--- src/rtl/sdram_port_arbiter_if.sv ---
// sdram_port_arbiter_if: per-master request/burst handshakes plus the shared SDRAM controller command port.
interface sdram_port_arbiter_if #(
  parameter int ADDR_W = 24,
  parameter int DATA_W = 16,
  parameter int LEN_W  = 9
);
  logic [2:0]          req, req_we, grant, wnext, rvalid, done;
  logic [3*ADDR_W-1:0] req_addr;
  logic [3*LEN_W-1:0]  req_len;
  logic [3*DATA_W-1:0] req_wdata;
  logic [DATA_W-1:0]   rdata, mem_wdata, mem_rdata;
  logic                mem_cmd_valid, mem_cmd_ready, mem_we, mem_wnext, mem_rvalid, mem_done;
  logic [ADDR_W-1:0]   mem_addr;
  logic [LEN_W-1:0]    mem_len;
  modport slave (
    input  req, req_we, req_addr, req_len, req_wdata, mem_cmd_ready, mem_wnext, mem_rvalid, mem_rdata, mem_done,
    output grant, wnext, rvalid, rdata, done, mem_cmd_valid, mem_we, mem_addr, mem_len, mem_wdata
  );
  modport master (
    output req, req_we, req_addr, req_len, req_wdata, mem_cmd_ready, mem_wnext, mem_rvalid, mem_rdata, mem_done,
    input  grant, wnext, rvalid, rdata, done, mem_cmd_valid, mem_we, mem_addr, mem_len, mem_wdata
  );
endinterface

--- src/rtl/sdram_port_arbiter.sv ---
// sdram_port_arbiter: port 0 fixed priority, ports 1/2 round-robin, owner holds the SDRAM port for a whole burst.
// Optional SDRAM_ARB_STARVE_EN lets a long-waiting port 1/2 pre-empt port 0 in IDLE.
module sdram_port_arbiter #(
  parameter int ADDR_W = 24,
  parameter int DATA_W = 16,
  parameter int LEN_W  = 9
`ifdef SDRAM_ARB_STARVE_EN
  , parameter int STARVE_LIMIT = 255
`endif
) (
  input logic clk,
  input logic reset_n,
  sdram_port_arbiter_if.slave bus
);
  typedef enum logic [1:0] {IDLE, ISSUE, BUSY} state_t;
  state_t state_q, state_d;
  logic [1:0] owner_q, owner_d, rr_last_q, rr_last_d, pick, rr_pick;
  logic we_q, we_d;
  logic [ADDR_W-1:0] addr_q, addr_d;
  logic [LEN_W-1:0] len_q, len_d;
  logic [2:0] own_oh;
  // owner 3 means "none" and shifts out to an all-zero one-hot
  assign own_oh = 3'b001 << owner_q;
  assign rr_pick = (bus.req[1] && bus.req[2]) ? (rr_last_q == 2'd1 ? 2'd2 : 2'd1) : (bus.req[1] ? 2'd1 : 2'd2);
`ifdef SDRAM_ARB_STARVE_EN
  logic [7:0] wait1_q, wait1_d, wait2_q, wait2_d;
  logic st1, st2;
  assign st1 = bus.req[1] && int'(wait1_q) >= STARVE_LIMIT;
  assign st2 = bus.req[2] && int'(wait2_q) >= STARVE_LIMIT;
  assign pick = (st1 || st2) ? ((st1 && st2) ? (rr_last_q == 2'd1 ? 2'd2 : 2'd1) : (st1 ? 2'd1 : 2'd2))
                             : (bus.req[0] ? 2'd0 : rr_pick);
  assign wait1_d = bus.grant[1] ? 8'd0
                 : (bus.req[1] && !(state_q != IDLE && owner_q == 2'd1) && wait1_q != 8'hff) ? wait1_q + 8'd1 : wait1_q;
  assign wait2_d = bus.grant[2] ? 8'd0
                 : (bus.req[2] && !(state_q != IDLE && owner_q == 2'd2) && wait2_q != 8'hff) ? wait2_q + 8'd1 : wait2_q;
  always_ff @(posedge clk or negedge reset_n)
    if (!reset_n) begin
      wait1_q <= '0;
      wait2_q <= '0;
    end else begin
      wait1_q <= wait1_d;
      wait2_q <= wait2_d;
    end
`else
  assign pick = bus.req[0] ? 2'd0 : rr_pick;
`endif
  always_comb begin
    state_d = state_q;
    owner_d = owner_q;
    rr_last_d = rr_last_q;
    we_d = we_q;
    addr_d = addr_q;
    len_d = len_q;
    bus.grant = '0;
    bus.wnext = '0;
    bus.rvalid = '0;
    bus.done = '0;
    if (state_q == IDLE && |bus.req) begin
      owner_d = pick;
      we_d = bus.req_we[pick];
      addr_d = bus.req_addr[int'(pick)*ADDR_W +: ADDR_W];
      len_d = bus.req_len[int'(pick)*LEN_W +: LEN_W];
      state_d = ISSUE;
    end
    if (state_q == ISSUE && bus.mem_cmd_ready) begin
      bus.grant = own_oh;
      state_d = BUSY;
    end
    if (state_q == BUSY) begin
      bus.wnext = bus.mem_wnext ? own_oh : 3'b000;
      bus.rvalid = bus.mem_rvalid ? own_oh : 3'b000;
      bus.done = bus.mem_done ? own_oh : 3'b000;
      if (bus.mem_done) begin
        state_d = IDLE;
        rr_last_d = owner_q == 2'd0 ? rr_last_q : owner_q;
      end
    end
  end
  always_ff @(posedge clk or negedge reset_n)
    if (!reset_n) begin
      state_q <= IDLE;
      owner_q <= 2'd3;
      rr_last_q <= 2'd2;
      we_q <= 1'b0;
      addr_q <= '0;
      len_q <= '0;
    end else begin
      state_q <= state_d;
      owner_q <= owner_d;
      rr_last_q <= rr_last_d;
      we_q <= we_d;
      addr_q <= addr_d;
      len_q <= len_d;
    end
  assign bus.mem_cmd_valid = state_q == ISSUE;
  assign bus.mem_we = we_q;
  assign bus.mem_addr = addr_q;
  assign bus.mem_len = len_q;
  assign bus.rdata = bus.mem_rdata;
  assign bus.mem_wdata = state_q == IDLE ? '0
                       : owner_q == 2'd0 ? bus.req_wdata[0 +: DATA_W]
                       : owner_q == 2'd1 ? bus.req_wdata[DATA_W +: DATA_W]
                       : bus.req_wdata[2*DATA_W +: DATA_W];
endmodule
--- src/flat_wrapper.sv ---
// flat-port wrapper written by rule: the top's interface ports become plain ports
module sdram_port_arbiter_flat 
#(
  parameter int ADDR_W = 24,
  parameter int DATA_W = 16,
  parameter int LEN_W  = 9

)
  (clk, reset_n, bus_req, bus_req_we, bus_req_addr, bus_req_len, bus_req_wdata, bus_mem_cmd_ready, bus_mem_wnext, bus_mem_rvalid, bus_mem_rdata, bus_mem_done, bus_grant, bus_wnext, bus_rvalid, bus_rdata, bus_done, bus_mem_cmd_valid, bus_mem_we, bus_mem_addr, bus_mem_len, bus_mem_wdata);
  sdram_port_arbiter_if #(.ADDR_W(ADDR_W), .DATA_W(DATA_W), .LEN_W(LEN_W)) bus_i ();
  input logic clk;
  input logic reset_n;
  input wire logic [$bits(bus_i.req)-1:0] bus_req;
  input wire logic [$bits(bus_i.req_we)-1:0] bus_req_we;
  input wire logic [$bits(bus_i.req_addr)-1:0] bus_req_addr;
  input wire logic [$bits(bus_i.req_len)-1:0] bus_req_len;
  input wire logic [$bits(bus_i.req_wdata)-1:0] bus_req_wdata;
  input wire logic [$bits(bus_i.mem_cmd_ready)-1:0] bus_mem_cmd_ready;
  input wire logic [$bits(bus_i.mem_wnext)-1:0] bus_mem_wnext;
  input wire logic [$bits(bus_i.mem_rvalid)-1:0] bus_mem_rvalid;
  input wire logic [$bits(bus_i.mem_rdata)-1:0] bus_mem_rdata;
  input wire logic [$bits(bus_i.mem_done)-1:0] bus_mem_done;
  output wire logic [$bits(bus_i.grant)-1:0] bus_grant;
  output wire logic [$bits(bus_i.wnext)-1:0] bus_wnext;
  output wire logic [$bits(bus_i.rvalid)-1:0] bus_rvalid;
  output wire logic [$bits(bus_i.rdata)-1:0] bus_rdata;
  output wire logic [$bits(bus_i.done)-1:0] bus_done;
  output wire logic [$bits(bus_i.mem_cmd_valid)-1:0] bus_mem_cmd_valid;
  output wire logic [$bits(bus_i.mem_we)-1:0] bus_mem_we;
  output wire logic [$bits(bus_i.mem_addr)-1:0] bus_mem_addr;
  output wire logic [$bits(bus_i.mem_len)-1:0] bus_mem_len;
  output wire logic [$bits(bus_i.mem_wdata)-1:0] bus_mem_wdata;
  assign bus_i.req = bus_req;
  assign bus_i.req_we = bus_req_we;
  assign bus_i.req_addr = bus_req_addr;
  assign bus_i.req_len = bus_req_len;
  assign bus_i.req_wdata = bus_req_wdata;
  assign bus_i.mem_cmd_ready = bus_mem_cmd_ready;
  assign bus_i.mem_wnext = bus_mem_wnext;
  assign bus_i.mem_rvalid = bus_mem_rvalid;
  assign bus_i.mem_rdata = bus_mem_rdata;
  assign bus_i.mem_done = bus_mem_done;
  assign bus_grant = bus_i.grant;
  assign bus_wnext = bus_i.wnext;
  assign bus_rvalid = bus_i.rvalid;
  assign bus_rdata = bus_i.rdata;
  assign bus_done = bus_i.done;
  assign bus_mem_cmd_valid = bus_i.mem_cmd_valid;
  assign bus_mem_we = bus_i.mem_we;
  assign bus_mem_addr = bus_i.mem_addr;
  assign bus_mem_len = bus_i.mem_len;
  assign bus_mem_wdata = bus_i.mem_wdata;
  sdram_port_arbiter #(.ADDR_W(ADDR_W), .DATA_W(DATA_W), .LEN_W(LEN_W)) u_core (.clk(clk), .reset_n(reset_n), .bus(bus_i));
endmodule
--- config.mk ---
export PLATFORM = sky130hd
export DESIGN_NAME = sdram_port_arbiter_flat
export DESIGN_NICKNAME = d
export VERILOG_FILES = /design/src/rtl/sdram_port_arbiter_if.sv /design/src/rtl/sdram_port_arbiter.sv /design/src/flat_wrapper.sv
export SDC_FILE = /design/constraint.sdc
export NUM_CORES = 1
export LEC_CHECK = 0
export CORE_ASPECT_RATIO = 1.5
export CORE_MARGIN = 2
export CORE_UTILIZATION = 30
export CTS_CLUSTER_SIZE = 28
export DETAILED_ROUTE_END_ITERATION = 8
export PLACE_DENSITY = 0.74
export SYNTH_ARGS = -nofsm -noshare
export SYNTH_HDL_FRONTEND = slang
export SYNTH_SLANG_ARGS = --single-unit
--- constraint.sdc ---
create_clock -name clk -period 2.3 [get_ports clk]
set_input_delay 0.69 -clock clk [delete_from_list [all_inputs] [get_ports clk]]
set_output_delay 0.69 -clock clk [all_outputs]
set_load 0.01 [all_outputs]
---- Word level (Yosys, flattened, before mapping) ----
Cells that the tools add are included.
cells by class
  $mul .................................... 2
  order comparisons ....................... 1
  equal/unequal tests ..................... 4
  shift operators ......................... 3
  mux-type cells .......................... 20
  bitwise gates (word level) .............. 1
  reductions and logical operators ........ 7
operators by type and width
  operator               number
  $shiftx A72 B32 Y24    1
  $mux W16               3
  $shiftx A27 B32 Y9     1
  $mux W3                7
  $mux W2                8
  $eq A2 B1 Y1 const B   3
  $mul A2 B4 Y6 const B  1
  $logic_not A2 Y1       2
  $mul A2 B2 Y4 const B  1
  $logic_and A1 B1 Y1    3
  $lt A2 B3 Y1 const B   1
  $reduce_and A3 Y1      1
  $reduce_or A3 Y1       1
  $shl A1 B2 Y3 const A  1
  $bmux W1 S2            1
  $eq A2 B2 Y1 const B   1
  $mux W1                1
  $not A1 Y1             1
storage, ports and cells
  bits in registers ....................... 40
  input port bits ......................... 175
  output and inout port bits .............. 79

---- Longest topological paths before layout ----
Gate-level depths: netlist of run 1.
  depth in word-level cells ............... 6
  gate-level depth with buffers ........... 6

---- Least setup slack after synthesis of run 1 ----
Ideal clock, no wire load.
  path kind ............................... flip-flop to output port
  start ................................... register u_core.owner_q[0]
  end ..................................... output bus_mem_wdata[10]
  data arrival time ....................... 1.378 ns
  data required time ...................... 1.610 ns
  setup slack ............................. 0.232 ns
  cell stages (with the launch flop) ...... 6
  path buffers ............................ 2
  path through ............................ dfstp_2 -> buf_2 -> buf_2 -> mux2_2 -> mux2i_1 -> nor2_1
between the ends
  cells in the longest elaborated chain, start to end .. 4
  elaborated cells on any way between the ends .. 5
RTL lines
  item                      line                       text
  start: declaration        sdram_port_arbiter.sv:17   logic [1:0] owner_q, owner_d, rr_last_q, rr_last_d, pick, rr_pick;
  start signal: assignment  sdram_port_arbiter.sv:89   owner_q <= owner_d;
  $eq A2 B1 Y1              sdram_port_arbiter.sv:102  : owner_q == 2'd1 ? bus.req_wdata[DATA_W +: DATA_W]
  $mux W16                  sdram_port_arbiter.sv:102
  $mux W16 *                sdram_port_arbiter.sv:101  : owner_q == 2'd0 ? bus.req_wdata[0 +: DATA_W]
  $mux W16 *                sdram_port_arbiter.sv:100  assign bus.mem_wdata = state_q == IDLE ? '0
  end: declaration          flat_wrapper.sv:32         output wire logic [$bits(bus_i.mem_wdata)-1:0] bus_mem_wdata;
Mark *: on every way between the ends. The rest lies on a longest branch, timed or not.

---- Worst setup path in the final report of run 1 ----
  start ................................... input bus_req_wdata[10]
  end ..................................... output bus_mem_wdata[10]
between the ends
  cells in the longest elaborated chain, start to end .. 2
RTL lines
  item                line                       text
  start: declaration  flat_wrapper.sv:17         input wire logic [$bits(bus_i.req_wdata)-1:0] bus_req_wdata;
  $mux W16            sdram_port_arbiter.sv:101
  $mux W16            sdram_port_arbiter.sv:100
Every way passes these cells.

==> results of run 1 <==
## stage by stage
step,utilization [%],cells,hold slack (ps)
floorplan,-,363,394
global placement,52.6,697,478
detailed placement,52.6,697,503
CTS,53.7,708,430
global route,54.0,708,452
finish,54.0,708,410
## routing by layer
layer | wire length [um] | GRT usage [%] | vias up
met5 | 0 | 0 | -
met4 | 494 | 9.71 | 0
met3 | 720 | 3.89 | 35
met2 | 6810 | 38.3 | 137
met1 | 4550 | 20.8 | 1717
li1 | - | - | 1729
## state kept, by name, indices dropped and copies added (netlist names)
register             count
u_core.bus.mem_addr     24
u_core.bus.mem_len       9
u_core.bus.mem_we        1
u_core.owner_q           2
u_core.rr_last_q         2
u_core.state_q           2
## power by group through the flow
stage	combinational, mW	sequential [mW]	clock [mW]
floorplan	1.59	1.45	0
global placement	3.44	1.36	0
detailed placement	3.53	1.37	0
CTS	3.44	1.37	0.867
global route	3.70	1.41	0.892
finish	3.44	1.37	0.849
## worst paths after layout
kind | from | to | slack [ps] | cells past startpoint
worst min-delay path | reset_n | u_core.bus.mem_len[0]$_DFFE_PN0P_ | 410 | 1
worst max-delay path | bus_req_wdata[10] | bus_mem_wdata[10] | -80 | 5
max in group asynchronous | reset_n | u_core.bus.mem_addr[16]$_DFFE_PN0P_ | 1230 | 2
worst max register to register | u_core.state_q[0]$_DFF_PN0_ | u_core.bus.mem_addr[23]$_DFFE_PN0P_ | 250 | 5
min in group clk | u_core.bus.mem_we$_DFFE_PN0P_ | u_core.bus.mem_we$_DFFE_PN0P_ | 510 | 1
worst min register to register | u_core.bus.mem_we$_DFFE_PN0P_ | u_core.bus.mem_we$_DFFE_PN0P_ | 510 | 1
## layout make-up
| cell class | instances | area (sq um) |
|---|---|---|
| Fill cell | 993 | 4820 |
| Timing Repair Buffer | 251 | 2360 |
| Multi-Input combinational cell | 259 | 1900 |
| Sequential cell | 40 | 1000 |
| Tap cell | 144 | 180 |
| Clock buffer | 7 | 153 |
| Clock inverter | 1 | 30.0 |
| Inverter | 6 | 22.5 |
## worst reg2reg max path: cells and delay by family (launching register included)
| family | cells | cell delay, ps |
|---|---|---|
| buf+inv | 2 | 720 |
| flops | 1 | 440 |
| compound gates | 1 | 250 |
| simple gates | 2 | 530 |
## cells in the final DEF, fill, tap and decap left out, types with 2 or more instances in the layout
master           instances
a2111oi_0                2
nor2b_1                 34
nand3b_1                 3
mux2i_1                 16
nor2_1                  23
clkbuf_8                 2
dfstp_2                  3
a32o_1                   2
clkdlybuf4s50_1        166
inv_1                    5
clkbuf_16                5
and3b_1                  2
dlygate4sd2_1           18
dlymetal6s2s_1           7
mux2_2                   4
nor3_2                   3
buf_4                   23
a32oi_1                 32
buf_12                   6
nor3_1                   3
nand2_2                  3
dfrtp_1                 37
buf_2                   29
o21ai_1                  9
o21ai_0                 28
a21oi_2                 29
a21oi_1                  4
mux2_4                  12
nand2_1                  7
a31oi_1                 32
a22o_1                   2
## logic make-up after synthesis
logic type,after synthesis,share of synthesized area (%)
AOI/OAI and AO/OA,140,31.1
and+or+nand+nor,86,14.5
DFF,40,31.4
muxes,33,11.0
buffers and inverters,64,12.0
## repair_timing
action	in CTS	in global routing
endpoints found under the hold margin	0	0
gates cloned	0	0
endpoints found under the setup margin	28	26
hold buffers	0	0
setup buffers	3	0
pin swaps	1	2
gates resized for setup	143	16
==> qor.txt, run 1 <==
Status - complete, but fails checks
Failing checks - setup timing
ANT cells - 0
Period Utilization, post-route - 103%
Global route overflow - 0
Die Area - 11500 sq um
Post-Layout Inst Area - 5650 sq um
First-pass iteration count of the detailed router - 4
NetSw - 2.18 mW
First-pass GRT wire length - 18100 um
ANT nets after route - 0
Post-synth ARST share - 100%
Dpl cell area - 5510 sq um
Io pins - 254
Sw Share - 38.6%
Power per cell area - 1000 nW/um^2
Internal power - 3.47 mW
Share of layout cells above drive strength 1 - 23.0%
Via Count - 3618
Final worst slack - -79.4 ps
Gate Count Post-Synth - 363
Total chip power - 5.66 mW
Worst hold path type - in2async
CP delay by family, top - buffers and inverters
Final Max Tran Viols - 0
Critical path arrival - 1690 ps
Worst-skew pair later-pin latency - 280 ps
Synth top cells by count - 37 x dfrtp_1, 35 x nor2b_1, 32 x a31oi_1, 32 x a32oi_1, 29 x a21oi_2
Routability Congestion - 0.761
Relative slew slack - 59.9%
Post-synth top area cell - dfrtp_1
Nets - 738
Antenna violations before repair - 0
Hold Vio Cnt, Final - 0
Setup crit start kind - primary input
CTS Root Cell - clkbuf_16
Via density - 5.11
Seq pwr share - 24.2%
Setup-failing EPs final - 16
Clock sink count - 40
Final Critical Period - 2380 ps
CP max-delay cell - clkdlybuf4s50_1
Worst EP required - 1610 ps
Maxcap violations - 0
Synthesis-to-finish area growth - 76.9%
Most common cell in the netlist - dfrtp_1
Syn avg cell area - 8.81 sq um
Mapped cell area - 3200 sq um
Drt drc - 0
Gate power share - 60.8%
CTS tree - yes
Max incr delay on CP - 410 ps
CTS clk-pin slew, worst paths - 60 ps
Effective utilization at floorplan - 30.5%
WL/cell - 17.8 um
H-tree Lvls - 2
TNS Setup - -578 ps
WP buf/inv - 2
WL final - 12600 um
Clock skew - 4.55 ps
Top cells by area, synth - dfrtp_1 29%, a32oi_1 8.8%, a21oi_2 7.9%, nor2b_1 6.8%, a31oi_1 6.3%
Top cell type's share of synthesized area - 29.0%
Core area - 10500 sq um
Detail Placement HPWL - 9680 um
Tot GR Track Use - 20.3%
Syn_nets - 538
IO buf count - 221
Vias in the first global route - 3695
#FFs+latches synth - 40
Warnings from Yosys - 0
Critical Path Sink Type - output port
Post-synth EDFFs - 0
Overall die width - 88.3 um
Core Rows - 46
Dpl ws - -465 ps
VDD IR max - 0.427 mV
Ys flop type - dfrtp_1
RSZ-0062 raised after global routing - true
Sequential-to-total area share from yosys stat - 31.4%
Worst Path Max Fanout - 1
Pleak - 2.26 nW
Worst-Margin Slew - 602 ps
Clock power share - 15.0%
DRT iter0 DRCs - 100
WS Path Type - in2out
Clock buffer depth - 2
Largest net degree at the start of global routing - 52
F_max - 420 MHz
Cells along the critical path - clkdlybuf4s50_1 -> mux2_2 -> mux2i_1 -> nor2_1 -> buf_2
TritonCTS Buffers - 5
Die span in y - 130 um
Synth unique cells - 32
Power figures use the tool's default switching activity.
==> run 2: changes to the inputs <==
--- a/config.mk
+++ b/config.mk
@@ -7,10 +7,11 @@
 export LEC_CHECK = 0
 export CORE_ASPECT_RATIO = 1.5
 export CORE_MARGIN = 2
-export CORE_UTILIZATION = 30
+export CORE_UTILIZATION = 34
 export CTS_CLUSTER_SIZE = 28
 export DETAILED_ROUTE_END_ITERATION = 8
-export PLACE_DENSITY = 0.74
+export PLACE_DENSITY = 0.83
+export SLEW_MARGIN = 20
 export SYNTH_ARGS = -nofsm -noshare
 export SYNTH_HDL_FRONTEND = slang
 export SYNTH_SLANG_ARGS = --single-unit
==> run 2 against run 1 <==
- setup slack got worse by 60 ps
- largest cell class unchanged
- final cell count fell by 3.7%
- the flow still finishes with violations (setup timing)
- cell area increased by 0.53%
- critical endpoint is now bus_mem_wdata[0]
- sequential power about the same
- sequential share of layout area is 0.094 points lower
- core utilization up 7.8 points
- highest routed layer unchanged
- critical path depth did not move
- hold slack worse by 59 ps
==> qor.txt, run 2 (synthesized netlist as in run 1, its figures left out) <==
TritonCTS Buffers - 5
Clock skew - 7.67 ps
Global route overflow - 0
Worst EP required - 1610 ps
Nets - 744
Critical Path Sink Type - output port
Worst-skew pair later-pin latency - 280 ps
Hold Buf Count CTS - 0
WS Path Type - in2out
Core Rows - 43
Worst Path Max Fanout - 1
Dpl ws - -508 ps
Hold Vio Cnt, Final - 0
H-tree Lvls - 2
IO buf count - 221
Via Count - 3740
Fin cells - 682
CTS Root Cell - clkbuf_16
Antenna violations before repair - 0
CTS tree - yes
Overall die width - 83.2 um
# placed instances - 669
Synthesis-to-finish area growth - 77.8%
First-pass GRT wire length - 19100 um
Largest net degree at the start of global routing - 41
VDD IR max - 0.539 mV
Worst-Margin Slew - 488 ps
CTS clk-pin slew, worst paths - 60 ps
Vias in the first global route - 3916
Failing checks - setup timing
Drt drc - 0
Commonest cells after routing, fill and taps aside - 164 x clkdlybuf4s50_1, 37 x dfrtp_1, 34 x nor2b_1
WHS - 351 ps
Clock sink count - 40
Die span in y - 123 um
Effective utilization at floorplan - 34.7%
Io pins - 254
Status - complete, but fails checks
CP max-delay cell - clkdlybuf4s50_1
Max FFs per register - 24
First-pass iteration count of the detailed router - 4
Pleak - 2.25 nW
Commonest non-fill, non-tap cell in the layout - clkdlybuf4s50_1
Critical path arrival - 1750 ps
Relative slew slack - 66.6%
Total chip power - 5.75 mW
Detail Placement HPWL - 9650 um
Final Max Tran Viols - 0
Final worst slack - -140 ps
Clock buffer depth - 2
ANT nets after route - 0
F_max - 410 MHz
Die Area - 10200 sq um
Period Utilization, post-route - 106%
Share of layout cells above drive strength 1 - 24.0%
ANT cells - 0
Setup-failing EPs final - 16
Cells along the critical path - clkdlybuf4s50_1 -> mux2_2 -> mux2i_1 -> nor2_1 -> buf_2
WL final - 12700 um
Maxcap violations - 0
Final Critical Period - 2440 ps
DRT iter0 DRCs - 186
Power per cell area - 1010 nW/um^2
Max incr delay on CP - 400 ps
RSZ-0062 raised after global routing - true
Tot GR Track Use - 23.4%
Setup crit start kind - primary input
Core area - 9200 sq um
WL/cell - 18.6 um
Via density - 5.48
Worst hold path type - in2async
Routability Congestion - 0.849
[run 2: metal layers]
layer / track usage [%] / wire, um
met1: 23.0 / 4490
met2: 44.6 / 6670
met3: 5.99 / 982
met4: 12.4 / 523
met5: 0 / 0
[run 2: cell type report]
cell class / instances / area (sq um)
clock buffer: 7 / 153
clock inverter: 1 / 30.0
fill: 814 / 3520
inverter: 6 / 22.5
multi-input combinational: 259 / 1910
sequential: 40 / 1000
tap: 112 / 140
timing repair buffer: 257 / 2420
[run 2: what timing repair did]
item,in CTS,in global routing
endpoints found under the setup margin,28,25
setup buffers,4,1
resized for setup,147,16
pin swaps,1,3
[run 2: power breakdown]
part	leakage [nW]	total [mW]	internal (mW)	switching (mW)
Sequential	0.447	1.38	1.09	0.292
Combinational	1.72	3.52	1.89	1.63
Clock	0.0901	0.852	0.571	0.281
Total	2.25	5.75	3.55	2.20
[run 2: worst paths after layout]
kind,to,slack [ps],cells past startpoint,startpoint
worst max-delay path,bus_mem_wdata[0],-140,5,bus_req_wdata[16]
worst min-delay path,u_core.bus.mem_addr[4]$_DFFE_PN0P_,350,1,reset_n
worst max register to register,u_core.bus.mem_addr[23]$_DFFE_PN0P_,520,4,u_core.state_q[0]$_DFF_PN0_
worst min register to register,u_core.bus.mem_we$_DFFE_PN0P_,510,1,u_core.bus.mem_we$_DFFE_PN0P_
max in group asynchronous,u_core.owner_q[1]$_DFFE_PN1P_,1350,2,reset_n
min in group clk,u_core.bus.mem_we$_DFFE_PN0P_,510,1,u_core.bus.mem_we$_DFFE_PN0P_
[run 2: critical path: cells and delay by family]
kind / cells / cell delay, ps
AND/OR/NAND/NOR: 1 / 60
multiplexers: 2 / 440
buffers and inverters: 2 / 560
[run 2: per-stage QoR]
| step | setup TNS [ps] | util [%] | cell area, sq um |
|---|---|---|---|
| 5_1_grt | -2420 | 61.8 | 5680 |
| 3_5_place_dp | -10940 | 60.1 | 5530 |
| 6_report | -1280 | 61.8 | 5680 |
| 3_3_place_gp | -10360 | 60.1 | 5530 |
| 2_1_floorplan | 0 | - | 3200 |
| 4_1_cts | -1420 | 61.6 | 5670 |
==> run 3: changes to the inputs <==
--- a/config.mk
+++ b/config.mk
@@ -5,12 +5,15 @@
 export SDC_FILE = /design/constraint.sdc
 export NUM_CORES = 1
 export LEC_CHECK = 0
+export ABC_AREA = 1
 export CORE_ASPECT_RATIO = 1.5
 export CORE_MARGIN = 2
-export CORE_UTILIZATION = 34
+export CORE_UTILIZATION = 33
 export CTS_CLUSTER_SIZE = 28
 export DETAILED_ROUTE_END_ITERATION = 8
-export PLACE_DENSITY = 0.83
+export GPL_TIMING_DRIVEN = 0
+export PLACE_DENSITY = 0.81
+export REMOVE_ABC_BUFFERS = 1
 export SLEW_MARGIN = 20
 export SYNTH_ARGS = -nofsm -noshare
 export SYNTH_HDL_FRONTEND = slang
==> run 3 against run 2 <==
- the run still ends with setup timing left
- register-to-register slack barely moved
- first-iteration DRC count shrank 11%
- final cell count increased by 26%
- fmax increased by 1.9%
- sequential cell count unchanged
- die area increased by 0.74%
- clock skew increased by 4.7 ps
- setup slack improved by 46 ps
- sequential power down 8%
- wire length grew 0.90%
- highest routed layer is now met5
==> qor.txt, run 3 <==
Status - complete, but fails checks
Failing checks - setup timing
Die span in y - 123 um
Hold Vio Cnt, Final - 0
Gate Count Post-Synth - 530
WL/cell - 14.8 um
CP delay by family, top - flip-flops
Clock skew - 12.3 ps
Worst hold path type - in2async
# placed instances - 824
Nets - 924
Final worst slack - -93.6 ps
Post-synth ARST share - 100%
Worst Path Max Fanout - 6
Tot GR Track Use - 22.9%
Top cell type's share of synthesized area - 34.9%
CTS Root Cell - clkbuf_16
Syn avg cell area - 5.90 sq um
Sequential-to-total area share from yosys stat - 32.1%
Drt drc - 0
Max FFs per register - 24
Maxcap violations - 0
Share of layout cells above drive strength 1 - 16.1%
Total chip power - 5.90 mW
RSZ-0062 raised after global routing - true
ANT nets after route - 0
Commonest non-fill, non-tap cell in the layout - nand2_1
WS Path Type - reg2out
Via density - 4.77
Global route overflow - 0
Clock sink count - 40
CTS tree - yes
ANT cells - 0
Critical path arrival - 1700 ps
Final Max Tran Viols - 0
WP buf/inv - 5
Period Utilization, post-route - 104%
Max incr delay on CP - 660 ps
First-pass iteration count of the detailed router - 4
Commonest cells after routing, fill and taps aside - 275 x nand2_1, 188 x clkdlybuf4s50_1, 53 x inv_1
VDD IR max - 0.794 mV
Synthesis-to-finish area growth - 85.3%
Post-synth top area cell - nand2_1
Critical Path Sink Type - output port
Final Critical Period - 2390 ps
Pleak - 3.08 nW
Top cells by area, synth - nand2_1 35%, dfrtp_1 30%, inv_1 7.3%, buf_4 6.0%, o21ai_0 4.5%
Vias in the first global route - 3847
F_max - 418 MHz
Detail Placement HPWL - 8580 um
Setup crit start kind - flop
Worst-skew pair later-pin latency - 290 ps
#FFs+latches synth - 40
Most common cell in the netlist - nand2_1
IO buf count - 221
Worst EP required - 1610 ps
Ys flop type - dfrtp_1
TritonCTS Buffers - 5
Worst-Margin Slew - 312 ps
DRT iter0 DRCs - 165
Via Count - 4108
Post-synth EDFFs - 0
Core area - 9250 sq um
Effective utilization at floorplan - 33.8%
First-pass GRT wire length - 18800 um
Warnings from Yosys - 0
Relative slew slack - 79.0%
WL final - 12800 um
Power per cell area - 1020 nW/um^2
Cells along the critical path - nor2_4 -> buf_6 -> buf_12 -> buf_12 -> nand2_4 -> nand3_2 -> nand2_1 -> inv_1 -> buf_2
Setup-failing EPs final - 7
Core Rows - 43
Clock buffer depth - 2
TNS Setup - -448 ps
Die Area - 10300 sq um
Reg2Reg Launch Point - u_core.rr_last_q[1]$_DFFE_PN1P_
CTS clk-pin slew, worst paths - 70 ps
Antenna violations before repair - 0
Overall die width - 83.5 um
Beginning of the critical path - u_core.owner_q[1]$_DFFE_PN1P_
Mapped cell area - 3130 sq um
Routability Congestion - 0.805
CP max-delay cell - dfstp_4
Synth top cells by count - 291 x nand2_1, 61 x inv_1, 37 x dfrtp_1
CP dominant cell by count - buf_12
Fin cells - 862
Synth unique cells - 25
Largest net degree at the start of global routing - 50
Io pins - 254
H-tree Lvls - 2
-- run 3: changes by cell type in the layout (fill, tap and decap cells not counted), sizes merged, moves of 6 or more --
| cell | change |
|---|---|
| mux2i | -16 |
| buf | -10 |
| nor3 | -7 |
| nand3 | +19 |
| inv | +59 |
| a31oi | -32 |
| nor2b | -35 |
| mux2 | -17 |
| nand2 | +285 |
| a32oi | -32 |
| a21oi | -31 |
| a22oi | +6 |
| clkdlybuf4s50 | +24 |
| dlygate4sd2 | -24 |
-- run 3: path summary, 6_finish.rpt --
check	depth (start not counted)	slack, ps	end
worst max-delay path	9	-90	bus_mem_wdata[12]
worst min-delay path	1	270	u_core.bus.mem_addr[15]$_DFFE_PN0P_
worst max register to register	8	530	u_core.bus.mem_addr[20]$_DFFE_PN0P_
worst min register to register	2	490	u_core.bus.mem_we$_DFFE_PN0P_
max in group asynchronous	2	1490	u_core.owner_q[0]$_DFFE_PN1P_
min in group clk	2	490	u_core.bus.mem_we$_DFFE_PN0P_
-- run 3: final cells by class --
cell class                      count  area [sq um]
Clock buffer                        5           125
Clock inverter                      3          46.3
Fill cell                         812          3460
Inverter                           64           277
Multi-Input combinational cell    386          1780
Sequential cell                    40          1010
Tap cell                          112           140
Timing Repair Buffer              251          2400
Timing Repair inverter              1          8.76
-- run 3: timing repair --
| action | CTS | global route |
|---|---|---|
| endpoints found under the setup margin | 63 | 61 |
| gates cloned | 2 | 1 |
| gates resized for setup | 142 | 36 |
| setup buffers | 19 | 10 |
| hold buffers | 0 | 0 |
| pin swaps | 7 | 10 |
-- run 3: per-layer routing --
metal / wire [um] / GRT usage, %
met5: 71 / 5.05
met4: 314 / 8.17
met3: 1260 / 8.54
met2: 6760 / 43.1
met1: 4380 / 22.8
-- run 3: logic make-up after synthesis --
group / after synthesis / synth area share (%)
AOI/OAI and AO/OA: 46 / 8.24
DFF: 40 / 32.1
and+or+nand+nor: 339 / 42.7
buffers and inverters: 105 / 16.9
-- run 3: report_power, final --
part,internal [mW],switching (mW)
Combinational,1.81,2.00
Clock,0.516,0.301
Sequential,1.06,0.212
-- run 3: metrics by stage --
| stage | util, % | setup slack, ps | hold WS [ps] | area, sq um |
|---|---|---|---|---|
| after floorplan | - | -156 | 394 | 2840 |
| after global placement | 56.1 | -1900 | 471 | 5190 |
| after detailed placement | 56.5 | -1950 | 482 | 5230 |
| after CTS | 61.5 | -138 | 269 | 5690 |
| after global routing | 62.6 | -161 | 270 | 5790 |
| final | 62.6 | -93.6 | 268 | 5790 |
